===== src/rtl/ec_pkg.sv =====
// Shared definitions for the erasure-code engine scheduler: default sizing
// and the scheduler state type.
package ec_pkg;

  localparam int M_MAX_DEF   = 8;
  localparam int LINES_W_DEF = 16;

  typedef enum logic [2:0] {
    IDLE,
    FETCH,
    WAIT,
    CALC,
    DONE
  } sched_state_e;

endpackage


===== src/rtl/ec_eng_sched_if.sv =====
// FIFO and engine handshake bundle between the scheduler (master) and the
// input buffer, parity engine and output buffer (slave).
interface ec_eng_sched_if import ec_pkg::*; #(
  parameter int M_W = $clog2(M_MAX_DEF + 1)
);

  logic           inbuf_fifo_empty;
  logic           inbuf_rd_data_val;
  logic           outbuf_fifo_full;
  logic           inbuf_fifo_rd_rq;
  logic           eng_calc_en;
  logic [M_W-1:0] eng_row_idx;
  logic           eng_last_row;
  logic           outbuf_fifo_wr_rq;

  modport master (
    input  inbuf_fifo_empty, inbuf_rd_data_val, outbuf_fifo_full,
    output inbuf_fifo_rd_rq, eng_calc_en, eng_row_idx, eng_last_row,
           outbuf_fifo_wr_rq
  );

  modport slave (
    output inbuf_fifo_empty, inbuf_rd_data_val, outbuf_fifo_full,
    input  inbuf_fifo_rd_rq, eng_calc_en, eng_row_idx, eng_last_row,
           outbuf_fifo_wr_rq
  );

endinterface


===== src/rtl/ec_mod_counter.sv =====
// Modulo counter: counts enabled cycles from 0 to modulus-1 and flags the
// enabled cycle on which it wraps back to 0. Clear beats enable.
module ec_mod_counter #(
  parameter int W = 4
) (
  input  logic         clk,
  input  logic         rst,
  input  logic         en,
  input  logic         clr,
  input  logic [W-1:0] modulus,
  output logic [W-1:0] count,
  output logic         wrap
);

  assign wrap = en && (count == modulus - W'(1));

  // Count register: clear first, then wrap to zero on the last value.
  always_ff @(posedge clk or posedge rst) begin
    if (rst)       count <= '0;
    else if (clr)  count <= '0;
    else if (wrap) count <= '0;
    else if (en)   count <= count + W'(1);
  end

endmodule


===== src/rtl/ec_eng_sched.sv =====
// Parity engine scheduler: for each data line of a job it pops the line from
// the input FIFO, waits for the read data, then steps the engine through M
// parity rows, pushing one row per cycle into the output FIFO.
module ec_eng_sched import ec_pkg::*; #(
  parameter int M_MAX   = M_MAX_DEF,
  parameter int M_W     = $clog2(M_MAX + 1),
  parameter int LINES_W = LINES_W_DEF
) (
  input  logic               clk,
  input  logic               rst,
  input  logic               soft_clr,
  input  logic               start,
  input  logic [M_W-1:0]     m_cfg,
  input  logic [LINES_W-1:0] lines_cfg,
  ec_eng_sched_if.master     bus,
  output logic               busy,
  output logic               done,
  output logic               cfg_err
);

  sched_state_e       state, state_nxt;
  logic [M_W-1:0]     m_lat;
  logic [LINES_W-1:0] lines_lat;
  logic [LINES_W-1:0] line_cnt;
  logic [M_W-1:0]     row;
  logic               cfg_ok;
  logic               start_ok;
  logic               start_bad;
  logic               row_en;
  logic               row_clr;
  logic               row_wrap;
  logic               last_line;
  logic               rd_rq;

  assign cfg_ok    = (m_cfg != '0) && (m_cfg <= M_W'(M_MAX)) && (lines_cfg != '0);
  assign start_ok  = (state == IDLE) && start && !soft_clr && cfg_ok;
  assign start_bad = (state == IDLE) && start && !soft_clr && !cfg_ok;
  assign row_en    = (state == CALC) && !bus.outbuf_fifo_full && !soft_clr;
  assign row_clr   = soft_clr || (state == IDLE);
  assign last_line = (line_cnt == lines_lat - LINES_W'(1));

  ec_mod_counter #(.W(M_W)) u_row_cnt (
    .clk     (clk),
    .rst     (rst),
    .en      (row_en),
    .clr     (row_clr),
    .modulus (m_lat),
    .count   (row),
    .wrap    (row_wrap)
  );

  // State register.
  always_ff @(posedge clk or posedge rst) begin
    if (rst) state <= IDLE;
    else     state <= state_nxt;
  end

  // Next state and FIFO read request; soft_clr overrides everything.
  always_comb begin
    state_nxt = state;
    rd_rq     = 1'b0;
    case (state)
      IDLE:  if (start_ok) state_nxt = FETCH;
      FETCH: begin
        rd_rq = !bus.inbuf_fifo_empty;
        if (rd_rq) state_nxt = WAIT;
      end
      WAIT:  if (bus.inbuf_rd_data_val) state_nxt = CALC;
      CALC:  if (row_wrap) state_nxt = last_line ? DONE : FETCH;
      DONE:  state_nxt = IDLE;
      default: state_nxt = IDLE;
    endcase
    if (soft_clr) begin
      state_nxt = IDLE;
      rd_rq     = 1'b0;
    end
  end

  // Job configuration is captured only on an accepted start so later input
  // changes cannot disturb a running job.
  always_ff @(posedge clk or posedge rst) begin
    if (rst) begin
      m_lat     <= '0;
      lines_lat <= '0;
    end else if (start_ok) begin
      m_lat     <= m_cfg;
      lines_lat <= lines_cfg;
    end
  end

  // Line counter advances each time the last parity row of a line is issued.
  always_ff @(posedge clk or posedge rst) begin
    if (rst)                       line_cnt <= '0;
    else if (soft_clr || start_ok) line_cnt <= '0;
    else if (row_wrap)             line_cnt <= line_cnt + LINES_W'(1);
  end

  // Illegal start is reported as a single-cycle pulse one cycle later.
  always_ff @(posedge clk or posedge rst) begin
    if (rst) cfg_err <= 1'b0;
    else     cfg_err <= start_bad;
  end

  assign bus.inbuf_fifo_rd_rq  = rd_rq;
  assign bus.eng_calc_en       = row_en;
  assign bus.outbuf_fifo_wr_rq = row_en;
  assign bus.eng_row_idx       = row;
  assign bus.eng_last_row      = (state == CALC) && (row == m_lat - M_W'(1));
  assign busy                  = (state != IDLE);
  assign done                  = (state == DONE);

endmodule


===== src/flat_wrapper.sv =====
// flat-port wrapper written by rule: the top's interface ports become plain ports
module ec_eng_sched_flat import ec_pkg::*;
#(
  parameter int M_MAX   = M_MAX_DEF,
  parameter int M_W     = $clog2(M_MAX + 1),
  parameter int LINES_W = LINES_W_DEF
)
  (clk, rst, soft_clr, start, m_cfg, lines_cfg, busy, done, cfg_err, bus_inbuf_fifo_empty, bus_inbuf_rd_data_val, bus_outbuf_fifo_full, bus_inbuf_fifo_rd_rq, bus_eng_calc_en, bus_eng_row_idx, bus_eng_last_row, bus_outbuf_fifo_wr_rq);
  ec_eng_sched_if #(.M_W(M_W)) bus_i ();
  input  logic clk;
  input  logic rst;
  input  logic soft_clr;
  input  logic start;
  input  logic [M_W-1:0] m_cfg;
  input  logic [LINES_W-1:0] lines_cfg;
  output logic busy;
  output logic done;
  output logic cfg_err;
  input wire logic [$bits(bus_i.inbuf_fifo_empty)-1:0] bus_inbuf_fifo_empty;
  input wire logic [$bits(bus_i.inbuf_rd_data_val)-1:0] bus_inbuf_rd_data_val;
  input wire logic [$bits(bus_i.outbuf_fifo_full)-1:0] bus_outbuf_fifo_full;
  output wire logic [$bits(bus_i.inbuf_fifo_rd_rq)-1:0] bus_inbuf_fifo_rd_rq;
  output wire logic [$bits(bus_i.eng_calc_en)-1:0] bus_eng_calc_en;
  output wire logic [$bits(bus_i.eng_row_idx)-1:0] bus_eng_row_idx;
  output wire logic [$bits(bus_i.eng_last_row)-1:0] bus_eng_last_row;
  output wire logic [$bits(bus_i.outbuf_fifo_wr_rq)-1:0] bus_outbuf_fifo_wr_rq;
  assign bus_i.inbuf_fifo_empty = bus_inbuf_fifo_empty;
  assign bus_i.inbuf_rd_data_val = bus_inbuf_rd_data_val;
  assign bus_i.outbuf_fifo_full = bus_outbuf_fifo_full;
  assign bus_inbuf_fifo_rd_rq = bus_i.inbuf_fifo_rd_rq;
  assign bus_eng_calc_en = bus_i.eng_calc_en;
  assign bus_eng_row_idx = bus_i.eng_row_idx;
  assign bus_eng_last_row = bus_i.eng_last_row;
  assign bus_outbuf_fifo_wr_rq = bus_i.outbuf_fifo_wr_rq;
  ec_eng_sched #(.M_MAX(M_MAX), .M_W(M_W), .LINES_W(LINES_W)) u_core (.clk(clk), .rst(rst), .soft_clr(soft_clr), .start(start), .m_cfg(m_cfg), .lines_cfg(lines_cfg), .bus(bus_i), .busy(busy), .done(done), .cfg_err(cfg_err));
endmodule

===== config.mk =====
export PLATFORM = sky130hd
export DESIGN_NAME = ec_eng_sched_flat
export DESIGN_NICKNAME = d
export VERILOG_FILES = /design/src/rtl/ec_pkg.sv /design/src/rtl/ec_eng_sched_if.sv /design/src/rtl/ec_mod_counter.sv /design/src/rtl/ec_eng_sched.sv /design/src/flat_wrapper.sv
export SDC_FILE = /design/constraint.sdc
export NUM_CORES = 1
export LEC_CHECK = 0
export BUFFER_PORTS_ARGS = -buffer_cell sky130_fd_sc_hd__buf_2
export CAP_MARGIN = 20
export CORE_ASPECT_RATIO = 0.6
export CORE_UTILIZATION = 40
export DETAILED_ROUTE_END_ITERATION = 6
export GPL_TIMING_DRIVEN = 1
export PLACE_DENSITY = 0.63
export REMOVE_ABC_BUFFERS = 1
export SLEW_MARGIN = 10
export SYNTH_ARGS = -nofsm -noshare
export SYNTH_HDL_FRONTEND = slang
export SYNTH_SLANG_ARGS = --single-unit

===== constraint.sdc =====
create_clock -name clk -period 4.7 [get_ports clk]
set_clock_uncertainty 0.2 [all_clocks]
set_input_delay 0.235 -clock clk [delete_from_list [all_inputs] [get_ports clk]]
set_output_delay 0.235 -clock clk [all_outputs]
set_load 0.01 [all_outputs]

* After elaboration in Yosys (flattened, before gate mapping)
Index checks and enable logic that the tools add are counted.
Widths: inputs -> output; s select.
** Storage, ports and cells
- Logic and storage cells :: 58
- Register bits after elaboration :: 44
- Output and inout port bits :: 11
- Input port bits :: 27
** Operators by class
- Muxes and demuxes :: 14
- Add/sub/neg operators :: 4
- Equal/unequal tests :: 10
- $lt $le $gt $ge :: 1
- Reduce and logical (&&, ||, !) cells :: 23
** Operators by type and width (number)
- $mux 16 :: 2
- $mux 3 :: 6
- $add 16x1->16 const B :: 1
- $eq 16x16->1 :: 1
- $reduce_bool 16->1 :: 1
- $sub 16x1->16 const B :: 1
- $mux 4 :: 3
- $pmux 3 s4 :: 1
- $logic_and 1x1->1 :: 10
- $eq 3x2->1 const B :: 2
- $ne 3x2->1 const B :: 2
- $ne 3x3->1 const B :: 2
- $reduce_bool 3->1 :: 2
- $add 4x1->4 const B :: 1
- $eq 4x4->1 :: 1
- $le 4x4->1 const B :: 1
- $logic_not 1->1 :: 4
- $reduce_and 4->1 :: 1
- $reduce_bool 4->1 :: 1
- $sub 4x1->4 const B :: 1
- $eq 3x1->1 const B :: 1
- $eq 3x3->1 const B :: 1
- $logic_not 3->1 :: 1
- $logic_or 1x1->1 :: 2
- other kinds (2) :: 3

* Logic depth before layout (Yosys ltp)
- Depth after elaboration :: 7
- Depth in mapped cells :: 10
- Gate-level depth less buffers :: 8

* Modules after synthesis
Synthesis repeated with hierarchy kept, for this count alone.
** Unflattened totals
- Cell total of the unflattened synthesis :: 298
- Area total of the unflattened synthesis :: 2796.4 um^2
** By module, submodules not included
- ec_eng_sched :: cells an instance 268, area an instance 2506.2 um^2, seq. area each 1001.0 um^2, times used 1
- ec_mod_counter :: cells an instance 30, area an instance 290.3 um^2, seq. area each 100.1 um^2, times used 1

* Worst setup path after synthesis
No wires, ideal clock.
- Kind :: register to register
- Start :: register u_core.lines_lat[0]
- End :: register u_core.state[0]
- Arrival time :: 1.869 ns
- Setup time :: 0.128 ns
- Buffers on the path :: 0
- Path slack :: 2.504 ns
- Clock period less this slack :: 2.196 ns
- Required time :: 4.372 ns
- Stages on the path, launching flop included :: 9
- Path through :: dfrtp_1 > inv_1 > ha_1 > nor3b_2 > nand2_1 > nor4b_2 > a211oi_1 > nor4_2 > o2bb2ai_1
** Between the ends
- Cells in the longest elaborated chain, start to end :: 6
** RTL lines
- start, declared :: RTL line ec_eng_sched.sv:23 : logic [LINES_W-1:0] lines_lat;
- start signal, assigned :: RTL line ec_eng_sched.sv:87 : lines_lat <= lines_cfg;
- $sub 16x1->16 :: RTL line ec_eng_sched.sv:40 : assign last_line = (line_cnt == lines_lat - LINES_W'(1));
- $eq 16x16->1 :: RTL line ec_eng_sched.sv:40
- $mux 3 (2 in a row) :: RTL line ec_eng_sched.sv:69 : CALC: if (row_wrap) state_nxt = last_line ? DONE : FETCH;
- $pmux 3 s4 :: RTL line ec_eng_sched.sv:62 : case (state)
- $mux 3 :: RTL line ec_eng_sched.sv:73 : if (soft_clr) begin
- end signal, assigned :: RTL line ec_eng_sched.sv:55 : else state <= state_nxt;
- end, declared :: RTL line ec_eng_sched.sv:21 : sched_state_e state, state_nxt;
Every way passes these cells. The select of a mux whose other input is x is not followed.
A chain may end at the register's enable or synchronous reset.

* Worst setup path in the final report
- Start :: input lines_cfg[3]
- End :: register u_core.line_cnt[15]
** Between the ends
- Cells in the longest elaborated chain, start to end :: 5
- Elaborated cells on any way between the ends :: 6
- Those cells by class :: 1 x mux; 5 x reduce/logical
** RTL lines
- start, declared :: RTL line flat_wrapper.sv:15 : input logic [LINES_W-1:0] lines_cfg;
- $reduce_bool 16->1 * :: RTL line ec_eng_sched.sv:35 : assign cfg_ok = (m_cfg != '0) && (m_cfg <= M_W'(M_MAX)) && (lines_cfg != '0);
- $logic_and 1x1->1 * :: RTL line ec_eng_sched.sv:35
- $logic_and 1x1->1 * :: RTL line ec_eng_sched.sv:36 : assign start_ok = (state == IDLE) && start && !soft_clr && cfg_ok;
- $logic_or 1x1->1 * :: RTL line ec_eng_sched.sv:94 : else if (soft_clr || start_ok) line_cnt <= '0;
- $mux 16 / $reduce_bool 2->1 (equally long branches)
- end signal, assigned :: RTL line ec_eng_sched.sv:95 : else if (row_wrap) line_cnt <= line_cnt + LINES_W'(1);
- end, declared :: RTL line ec_eng_sched.sv:24 : logic [LINES_W-1:0] line_cnt;
Mark *: on every way between the ends. The rest lies on a longest branch, timed or not.

==> flow_summary.toml <==
[status]
status = "finished clean"

[global_route]
antenna_found_initial = 0
grt.overflow.total = 0
grt_pass1_wl_um = 11500
grt_pass1_vias = 2196
grt_max_degree = 45
grt_usage = 0.214

[run]
cap_violations = 0

[route]
vias = 2286
antenna_left = 0
route.detailed.drc = 0
wirelength_um = 6990
vias_per_cell = 5.56
drtPass1Iterations = 4
drt_iter0_markers = 156
wl_per_cell_um = 17.0

[power_and_ir_drop]
p_leak_nw = 1.42
peakVddDrop_mv = 0.224
power.density_nw_per_um2 = 357

[worst_setup_path]
r2r-end = "u_core.line_cnt[15]"
rrSetupSlack_ns = 1.69
crit_path_cell_trace = "dlygate4sd3_1, buf_2, nor4_1, and4_1, or3_1, nand2_1, nor2_1, mux2_1"
slowest_delay_ns = 0.73
reg2reg_depth = 6
reg2reg_from = "u_core.state[1]"
crit_slowest_cell = "or3_1"
end_kind = "register"
cp.arrival_ns = 3.33
cp-start-kind = "primary input"
crit_fanout = 22
required_ns = 4.73
critPathLaunch = "lines_cfg[3]"
critPathKind = "primary input to register"

[floorplanning]
core_area_um2 = 6360
num_rows = 22
chipHeight_um = 66.1
dieArea_um2 = 7200
start_util = 0.431
pin_count = 38
die_x_um = 109

[hold_path]
min_from = "lines_cfg[11]"
min_to = "u_core.lines_lat[11]"
min_path_type = "primary input to register"
min_path_cells = 2

[timing]
timing.final.crit_share = 0.703
fin_crit_ns = 3.30
fin_hold_ws_ns = 0.00577
rsz0062_at_grt = "no"
slew_violations = 0
timing_hold_violations_final = 0
setup_viol = 0
tns_ns = 0
slew_headroom = 0.377
fmax_mhz = 303
worst_pin_slew_ns = 0.934

[yosys]
synth_ff_type = "dfrtp_1"
synth_edf_count = 0
synth_top_cell_area_share = 0.402
synthArstFlopShare = 1.00
ys_seq_area_frac = 0.402
synthTopCellsByArea = "dfrtp_1 (40%), mux2_1 (8.6%), xnor2_1 (8.0%)"
synth_top_area_cell = "dfrtp_1"
yosysMostFrequentCell = "dfrtp_1"
synth.distinct_cells = 53
ys_ff_latch = 44
syn-cell-area_um2 = 2740
synthTopCellsByCount = "dfrtp_1 (44), xnor2_1 (25), mux2_1 (21), nor2_1 (18), xor2_1 (15)"
syn_inst = 272
yosysWarnings = 0
avgSynthCellArea_um2 = 10.1

[cts]
clkSlewWorstSetupHoldPaths_ns = 0.06
cts_made_buffers = 5
cts.repair.resized = 0
cts_tree = "yes"
cts_buffer_depth = 2
cts_htree_levels = 2
clock_latency_ns = 0.29
cts.sinks = 44
root_buffer = "clkbuf_16"
cts_setup_buffers = 0

[final_layout]
num-nets-final = 357
layout-drive-gt1-share = 0.168
synthToLayoutAreaGrowth_pct = 21.5
diodes = 0
layoutNonFillerInstCount = 411
fillCellCount = 556

[placed_design]
io_buffers = 37
gp_congestion = 0.873
dp_hpwl_um = 5050
numPlacedInstances = 383
==> placed cells by master, fill, tap and decap left out, types with 2 or more instances in the layout <==
master,count
dfrtp_1,44
buf_2,37
xnor2_1,25
mux2_1,21
dlygate4sd3_1,20
nor2_1,18
xor2_1,15
nor3_1,13
nand4_1,12
nand2_1,11
inv_1,10
nand3_1,9
nor4_1,8
and4_1,6
and3_1,6
clkbuf_16,5
nor3b_1,4
o21ai_0,4
ha_1,4
and2_1,3
nand2b_1,3
nor4_2,3
nor2b_1,3
a21oi_1,3
or3_1,2
o32ai_1,2
or4_1,2
o211a_1,2
o211ai_1,2
o2111ai_1,2
==> where the power goes <==
part / total, W / switching [W] / internal [W]
Clock: 0.000344 / 0.000146 / 0.000198
Sequential: 0.000532 / 0.0000995 / 0.000432
Combinational: 0.000312 / 0.000156 / 0.000156
==> metrics by stage <==
stage / utilization / area, um2 / setup slack (ns) / power (W)
final: 0.524 / 3330 / 1.40 / 0.00119
after global placement: 0.469 / 2980 / 1.64 / 0.000815
after detailed placement: 0.469 / 2980 / 1.65 / 0.000827
after global routing: 0.524 / 3330 / 1.15 / 0.00125
after CTS: 0.524 / 3330 / 1.39 / 0.00119
after floorplan: - / 2690 / 2.20 / 0.000734
==> worst max-delay path by stage <==
stage                                      to  slack (ns)
final                     u_core.line_cnt[15]        1.40
after global routing      u_core.line_cnt[15]        1.15
after CTS                 u_core.line_cnt[15]        1.39
after detailed placement  u_core.line_cnt[15]        1.65
after global placement    u_core.line_cnt[15]        1.64
after floorplan           u_core.line_cnt[15]        2.20
==> cells by family (layout without fill, tap and decap cells) <==
family / Yosys count / after routing / synth area share
compound gates: 28 / 28 / 0.0758
simple gates: 113 / 113 / 0.255
xor+xnor: 40 / 40 / 0.128
mux: 21 / 21 / 0.0863
buf+inv: 22 / 77 / 0.0351
flops: 44 / 44 / 0.402
fa+ha+maj: 4 / 4 / 0.0183
==> layout make-up <==
type                    count  area (um2)  area share
multi-input cells         206        1540       0.464
flip-flops and latches     44        1100       0.331
repair buffers             58         393       0.118
clock buffers               6         129      0.0387
well taps                  84         105      0.0316
inverters                  11        41.3      0.0124
clock inverters             2        16.3     0.00489
==> registers in the layout, summed over array words and instances (netlist names) <==
name,flops
u_core.state,3
u_core.u_row_cnt.count,4
u_core.cfg_err,1
u_core.m_lat,4
u_core.lines_lat,16
u_core.line_cnt,16
==> timing repair <==
item	4_1_cts	5_1_grt
endpoints found under the hold margin	63	0
hold buffers	20	0
endpoints found under the setup margin	0	0
==> critical path: cells and delay by family <==
kind / cells / cell delay, ns
buffers and inverters: 2 / 0.67
and+or+nand+nor: 5 / 2.29
muxes: 1 / 0.14
==> per-layer routing <==
layer  wire length [um]  share of wire  vias up  GRT usage
li1                   -              -     1106          -
met1               3790           0.54     1131      0.337
met2               2840           0.41       40      0.288
met3                300          0.043        9     0.0473
met4                 65         0.0093        0     0.0456
met5                  0              0        -          0
Power figures use the tool's default switching activity.
